File: src/rtl/ray_scan_sequencer_if.sv
// Scanner bus between the ray scan sequencer (master) and the shared
// nearest-piece ray scanner (slave).
interface ray_scan_sequencer_if;
  logic       scan_valid;
  logic [2:0] scan_dir;
  logic [5:0] scan_pos;
  logic       scan_found;
  logic [5:0] scan_nearest_pos;
  logic [3:0] scan_nearest_piece;

  modport master (
    output scan_valid,
    output scan_dir,
    output scan_pos,
    input  scan_found,
    input  scan_nearest_pos,
    input  scan_nearest_piece
  );

  modport slave (
    input  scan_valid,
    input  scan_dir,
    input  scan_pos,
    output scan_found,
    output scan_nearest_pos,
    output scan_nearest_piece
  );
endinterface

File: src/rtl/ray_scan_sequencer.sv
// Ray scan sequencer: walks every enabled sliding direction of a bishop,
// rook or queen, issuing one scanner request per direction and building
// the attack mask one square per cycle.
module ray_scan_sequencer #(
  parameter int unsigned SCAN_LATENCY = 1
) (
  input  logic                 clk,
  input  logic                 rst_n,
  input  logic                 start,
  input  logic [5:0]           origin,
  input  logic [1:0]           kind,
  input  logic                 color,
  output logic                 busy,
  output logic                 done,
  output logic [63:0]          attack_mask,
  output logic [3:0]           capture_count,
  ray_scan_sequencer_if.master scan
);

  typedef enum logic [2:0] {
    IDLE,
    ISSUE,
    WAIT,
    WALK,
    DONE
  } state_t;

  state_t     state;
  state_t     state_nxt;

  logic [5:0] origin_r;
  logic [1:0] kind_r;
  logic       color_r;
  logic [2:0] dir_r;
  logic [2:0] wait_cnt;
  logic       found_r;
  logic [5:0] npos_r;
  logic       ncolor_r;
  logic [3:0] wrow;
  logic [3:0] wcol;

  logic       wait_last;
  logic [3:0] first_sel;
  logic [3:0] next_sel;
  logic [5:0] wsq;
  logic       off_board;
  logic       hit;
  logic       same_blk;
  logic       set_bit;
  logic       take_cap;
  logic [3:0] nrow;
  logic [3:0] ncol;
  logic       ray_end;

  // Directions 0-3 are diagonals, 4-7 orthogonals.
  function automatic logic [7:0] dir_enables(input logic [1:0] k);
    case (k)
      2'b01:   return 8'h0F;
      2'b10:   return 8'hF0;
      2'b11:   return 8'hFF;
      default: return 8'h00;
    endcase
  endfunction

  // Row step as a 4-bit two's-complement delta.
  function automatic logic [3:0] step_row(input logic [2:0] d);
    case (d)
      3'd0, 3'd1, 3'd4: return 4'hF;
      3'd2, 3'd3, 3'd5: return 4'h1;
      default:          return 4'h0;
    endcase
  endfunction

  // Column step as a 4-bit two's-complement delta.
  function automatic logic [3:0] step_col(input logic [2:0] d);
    case (d)
      3'd0, 3'd2, 3'd6: return 4'hF;
      3'd1, 3'd3, 3'd7: return 4'h1;
      default:          return 4'h0;
    endcase
  endfunction

  // Lowest set bit of en as {found, index}.
  function automatic logic [3:0] pick_dir(input logic [7:0] en);
    logic [3:0] r;
    r = '0;
    for (int unsigned i = 0; i < 8; i++) begin
      if (en[i] && !r[3]) begin
        r = {1'b1, 3'(i)};
      end
    end
    return r;
  endfunction

  assign wait_last = (wait_cnt == 3'(SCAN_LATENCY - 1));
  assign first_sel = pick_dir(dir_enables(kind));
  assign next_sel  = pick_dir(dir_enables(kind_r) & (8'hFE << dir_r));

  // Walk-square evaluation. Row/col carry a 4th bit so a step off either
  // edge shows up as bit 3 set (-1 -> 4'hF, 8 -> 4'h8); no wrap between rows.
  // The ray also ends on the last on-board square, so the off-board step
  // never costs its own cycle unless it is the very first step.
  always_comb begin
    wsq       = {wrow[2:0], wcol[2:0]};
    off_board = wrow[3] | wcol[3];
    hit       = found_r & ~off_board & (wsq == npos_r);
    same_blk  = hit & (ncolor_r == color_r);
    set_bit   = ~off_board & ~same_blk;
    take_cap  = hit & ~same_blk;
    nrow      = wrow + step_row(dir_r);
    ncol      = wcol + step_col(dir_r);
    ray_end   = off_board | hit | nrow[3] | ncol[3];
  end

  // State register.
  always_ff @(posedge clk or negedge rst_n) begin
    if (!rst_n) begin
      state <= IDLE;
    end else begin
      state <= state_nxt;
    end
  end

  // Next-state logic.
  always_comb begin
    state_nxt = state;
    case (state)
      IDLE:    if (start) state_nxt = (kind == 2'b00) ? DONE : ISSUE;
      ISSUE:   state_nxt = WAIT;
      WAIT:    if (wait_last) state_nxt = WALK;
      WALK:    if (ray_end) state_nxt = next_sel[3] ? ISSUE : DONE;
      DONE:    state_nxt = IDLE;
      default: state_nxt = IDLE;
    endcase
  end

  // Handshake outputs decoded from state.
  always_comb begin
    busy            = (state != IDLE);
    done            = (state == DONE);
    scan.scan_valid = (state == ISSUE);
    scan.scan_dir   = dir_r;
    scan.scan_pos   = origin_r;
  end

  // Job datapath: latched request, scan result, walk position, mask and count.
  always_ff @(posedge clk or negedge rst_n) begin
    if (!rst_n) begin
      origin_r      <= '0;
      kind_r        <= '0;
      color_r       <= 1'b0;
      dir_r         <= '0;
      wait_cnt      <= '0;
      found_r       <= 1'b0;
      npos_r        <= '0;
      ncolor_r      <= 1'b0;
      wrow          <= '0;
      wcol          <= '0;
      attack_mask   <= '0;
      capture_count <= '0;
    end else begin
      case (state)
        IDLE: begin
          if (start) begin
            origin_r      <= origin;
            kind_r        <= kind;
            color_r       <= color;
            attack_mask   <= '0;
            capture_count <= '0;
            dir_r         <= first_sel[2:0];
          end
        end
        ISSUE: begin
          wait_cnt <= '0;
        end
        WAIT: begin
          wait_cnt <= wait_cnt + 3'd1;
          if (wait_last) begin
            found_r  <= scan.scan_found & (scan.scan_nearest_piece[2:0] != 3'b000);
            npos_r   <= scan.scan_nearest_pos;
            ncolor_r <= scan.scan_nearest_piece[3];
            wrow     <= {1'b0, origin_r[5:3]} + step_row(dir_r);
            wcol     <= {1'b0, origin_r[2:0]} + step_col(dir_r);
          end
        end
        WALK: begin
          if (set_bit) begin
            attack_mask[wsq] <= 1'b1;
          end
          if (take_cap && (capture_count != 4'd8)) begin
            capture_count <= capture_count + 4'd1;
          end
          if (ray_end) begin
            if (next_sel[3]) begin
              dir_r <= next_sel[2:0];
            end
          end else begin
            wrow <= nrow;
            wcol <= ncol;
          end
        end
        default: ;
      endcase
    end
  end

endmodule

File: src/flat_wrapper.sv
// flat-port wrapper written by rule: the top's interface ports become plain ports
module ray_scan_sequencer_flat 
#(
  parameter int unsigned SCAN_LATENCY = 1
)
  (clk, rst_n, start, origin, kind, color, busy, done, attack_mask, capture_count, scan_scan_valid, scan_scan_dir, scan_scan_pos, scan_scan_found, scan_scan_nearest_pos, scan_scan_nearest_piece);
  ray_scan_sequencer_if scan_i ();
  input  logic clk;
  input  logic rst_n;
  input  logic start;
  input  logic [5:0] origin;
  input  logic [1:0] kind;
  input  logic color;
  output logic busy;
  output logic done;
  output logic [63:0] attack_mask;
  output logic [3:0] capture_count;
  output wire logic [$bits(scan_i.scan_valid)-1:0] scan_scan_valid;
  output wire logic [$bits(scan_i.scan_dir)-1:0] scan_scan_dir;
  output wire logic [$bits(scan_i.scan_pos)-1:0] scan_scan_pos;
  input wire logic [$bits(scan_i.scan_found)-1:0] scan_scan_found;
  input wire logic [$bits(scan_i.scan_nearest_pos)-1:0] scan_scan_nearest_pos;
  input wire logic [$bits(scan_i.scan_nearest_piece)-1:0] scan_scan_nearest_piece;
  assign scan_scan_valid = scan_i.scan_valid;
  assign scan_scan_dir = scan_i.scan_dir;
  assign scan_scan_pos = scan_i.scan_pos;
  assign scan_i.scan_found = scan_scan_found;
  assign scan_i.scan_nearest_pos = scan_scan_nearest_pos;
  assign scan_i.scan_nearest_piece = scan_scan_nearest_piece;
  ray_scan_sequencer #(.SCAN_LATENCY(SCAN_LATENCY)) u_core (.clk(clk), .rst_n(rst_n), .start(start), .origin(origin), .kind(kind), .color(color), .busy(busy), .done(done), .attack_mask(attack_mask), .capture_count(capture_count), .scan(scan_i));
endmodule
File: config.mk
export PLATFORM = sky130hd
export DESIGN_NAME = ray_scan_sequencer_flat
export DESIGN_NICKNAME = d
export VERILOG_FILES = /design/src/rtl/ray_scan_sequencer_if.sv /design/src/rtl/ray_scan_sequencer.sv /design/src/flat_wrapper.sv
export SDC_FILE = /design/constraint.sdc
export NUM_CORES = 1
export LEC_CHECK = 0
export ABC_AREA = 1
export CAP_MARGIN = 40
export CORE_MARGIN = 2
export CORE_UTILIZATION = 55
export CTS_BUF_LIST = sky130_fd_sc_hd__clkbuf_4
export DETAILED_ROUTE_END_ITERATION = 16
export MAX_ROUTING_LAYER = met4
export PLACE_DENSITY = 0.83
export RECOVER_POWER = 100
export SLEW_MARGIN = 20
export SYNTH_ARGS = -nofsm -noshare
export SYNTH_HDL_FRONTEND = slang
export SYNTH_SLANG_ARGS = --single-unit
File: constraint.sdc
create_clock -name clk -period 2.56 [get_ports clk]
set_input_delay 0.512 -clock clk [delete_from_list [all_inputs] [get_ports clk]]
set_output_delay 0.512 -clock clk [all_outputs]
set_load 0.01 [all_outputs]
==> results.yml <==
sta:
  hold_viol_final: 0
  setup-tns-final_ps: 0
  skew_ps: 26.22
  fmax_ghz: 0.4142
  worst_pin_slew_ps: 1252
  slew_headroom_pct: 16.56
  fin_crit_ps: 2415
  grt_setup_unrepaired: "false"
  drv_slew: 0
  fin_crit_sh_pct: 94.32
  finalSetupViolations: 0
  setup_ws_ps: 145.5
power_and_ir_drop:
  p_leak_nw: 3.721
  powerDensity_nw_per_um2: 926.3
  p_sw_share_pct: 50.17
  clkPwrFrac_pct: 11.9
  p_comb_share_pct: 55.3
  seqPwrFrac_pct: 32.9
  power.internal_mw: 3.320
  switching_power_mw: 3.342
  ir_drop_v: 0.0004146
worst_setup_path:
  cp-start-kind: "register"
  cp.required_ps: 2960
  endpoint_kind: "register"
  worstSetupPathType: "register to register"
  arrival_ps: 2810
  crit_fanout: 15
clock_network:
  postCtsSetupBuffers: 0
  postCtsHoldBufs: 0
  clk_path_buf_depth: 2
  cts.sinks: 102
  post_cts_resized: 0
  clk_pin_slew_worst_paths_ps: 160
  htree_levels: 3
  cts_tree: "built"
  cts_buffers: 9
  root_buffer: "clkbuf_4"
  clock_latency_ps: 470
drt:
  routed.top_layer: "met4"
  wl_met2_um: 7861
  dr_total_vias: 5884
  ant_nets: 0
  wl_per_cell_um: 15.71
  met1_length_um: 6850
  dr_wl_met3_um: 1132
  viasPerCell: 5.658
  dr.pass1.iters: 5
  drtIter0Drc: 509
  drcViolationCount: 0
  drt-total-wl_um: 16340
placed_design:
  dpl.hpwl_um: 11310
  pre_cts_slack_ps: 100.3
  port-buffer-count: 102
  place.gp.congestion: 0.9836
logic_synthesis:
  yosysWarnings: 0
  ys_ff_latch: 102
  syn_inst: 789
  syn_area_um2: 5969
  syn-num-nets: 828
  syn_area_per_cell_um2: 7.566
  synth.yosys.seq_area_share_pct: 42.76
  yosysUniqueCellTypes: 35
global_route:
  grt_remaining_overflow: 0
  grt_max_degree: 51
  antenna_found_initial: 0
  grt_pass1_wl_um: 27170
  grtUsageTotal_pct: 30.10
  grt_pass1_vias: 5718
cells_and_area:
  nFillCells: 909
  area_growth_pct: 20.48
  mostFrequentLayoutCells: "nand2_1 (266), dfrtp_1 (102), nor2_1 (88)"
  drive_above_1_share_pct: 9.667
  nNetsFinal: 934
  antennaDiodeCount: 0
  layout_commonest_cell: "nand2_1"
  fin_util_pct: 67.23
hold_path:
  hp-class: "input pin to async pin"
die:
  io_pins: 103
  die_y_um: 108.2
  rows: 38
  coreArea_um2: 10700
  fp.dieW_um: 108.2
  die_area_um2: 11700
  initial_utilization_pct: 55.80
run:
  maxCapViolCount: 0
outcome:
  outcome: "finished, final reports clean"
-- metal layers --
| metal | track usage [%] | up-vias |
|---|---|---|
| met2 | 46.45 | 266 |
| met1 | 40.56 | 2807 |
| met3 | 3.797 | 53 |
| met5 | - | - |
| li1 | - | 2758 |
| met4 | 12.27 | 0 |
-- worst paths after layout --
check / slack, ps / startpoint / depth (start not counted) / endpoint
max: 150 / u_core.scan.scan_dir[2] / 13 / u_core.wrow[2]
min: 290 / rst_n / 1 / u_core.attack_mask[62]
max reg2reg: 150 / u_core.scan.scan_dir[2] / 13 / u_core.wrow[2]
min reg2reg: 520 / u_core.attack_mask[54] / 2 / u_core.attack_mask[54]
max in group asynchronous: 720 / rst_n / 2 / u_core.attack_mask[7]
min in group clk: 520 / u_core.attack_mask[54] / 2 / u_core.attack_mask[54]
-- per-stage QoR --
step / hold slack (ps) / cells / area (µm²) / total power [mW]
final: 292.4 / 1040 / 7192 / 6.662
after global routing: 381.1 / 1040 / 7192 / 7.175
after floorplan: 216.4 / 789 / 5969 / 4.795
after CTS: 66.98 / 1040 / 7274 / 6.694
after detailed placement: 485.5 / 1024 / 7152 / 5.904
after global placement: 482.1 / 1024 / 7152 / 5.755
-- power by group through the flow --
stage                     Clock, mW  Sequential [mW]  Combinational, mW
final                         0.790             2.19               3.68
after CTS                     0.797             2.19               3.71
after global placement            0             2.20               3.55
after detailed placement          0             2.21               3.69
after global routing          0.861             2.24               4.08
after floorplan                   0             2.16               2.63
-- registers in the layout, summed over array words and instances, names as in the netlist --
signal / cells
u_core.attack_mask: 64
u_core.capture_count: 4
u_core.color_r: 1
u_core.found_r: 1
u_core.kind_r: 2
u_core.ncolor_r: 1
u_core.npos_r: 6
u_core.scan.scan_dir: 3
u_core.scan.scan_pos: 6
u_core.state: 3
u_core.wait_cnt: 3
u_core.wcol: 4
u_core.wrow: 4
-- area by class of cell --
type	instances	area [µm²]	area share [%]
Multi-Input combinational cell	601	2928	40.71
Sequential cell	102	2552	35.49
Timing Repair Buffer	130	1222	17.00
Inverter	51	191.4	2.662
Tap cell	140	175.2	2.436
Clock buffer	12	90.09	1.253
Clock inverter	4	32.53	0.4523
-- synth_stat cells --
cell type	count	area [µm²]
nand3_1	54	270.3
nand2_1	266	998.5
buf_4	11	82.58
nor3_4	1	16.27
nand2_4	1	11.26
a21oi_1	73	365.4
inv_2	7	26.28
nor3b_1	1	7.510
o31ai_1	1	7.510
nor2_2	3	18.77
ha_1	14	175.2
inv_1	44	165.2
o21ai_1	1	5.000
dfrtp_1	102	2552
nand4_4	1	21.27
buf_6	8	90.09
a31oi_1	2	12.51
o311ai_0	1	8.760
clkbuf_1	5	18.77
a21oi_2	2	17.52
nor2_1	86	322.8
o211ai_1	1	7.510
o21ai_0	24	120.1
buf_2	11	55.05
fa_1	2	40.04
xor2_1	4	35.03
nand2_2	3	18.77
xnor2_1	3	26.28
mux2i_1	1	10.01
nand3b_1	1	7.510
nand3_2	34	340.3
nand4_1	2	12.51
o22ai_1	1	6.260
nor3_1	13	65.06
or2_2	5	31.28
-- critical path, stage by stage (launching register included) --
cell and delay [ps]:
dfrtp_1 510, a21oi_2 290, ha_1 320, nand2_1 80, nand2_1 40, nor2_1 160
inv_1 70, nand2_1 80, nand2_1 60, inv_1 100, nand4_4 240, nand2_2 240
nand2_1 90, nand2_1 70
-- logic make-up after synthesis --
kind of cell	after synthesis	share of synthesized area (%)
xor gates and xnor gates	7	1.027
muxes	1	0.1677
AOI/OAI and AO/OA	106	9.223
DFF	102	42.76
and+or+nand+nor	471	35.88
adders and majority gates	16	3.605
buffers and inverters	86	7.336
No activity file was read; power rests on OpenSTA's default activity.
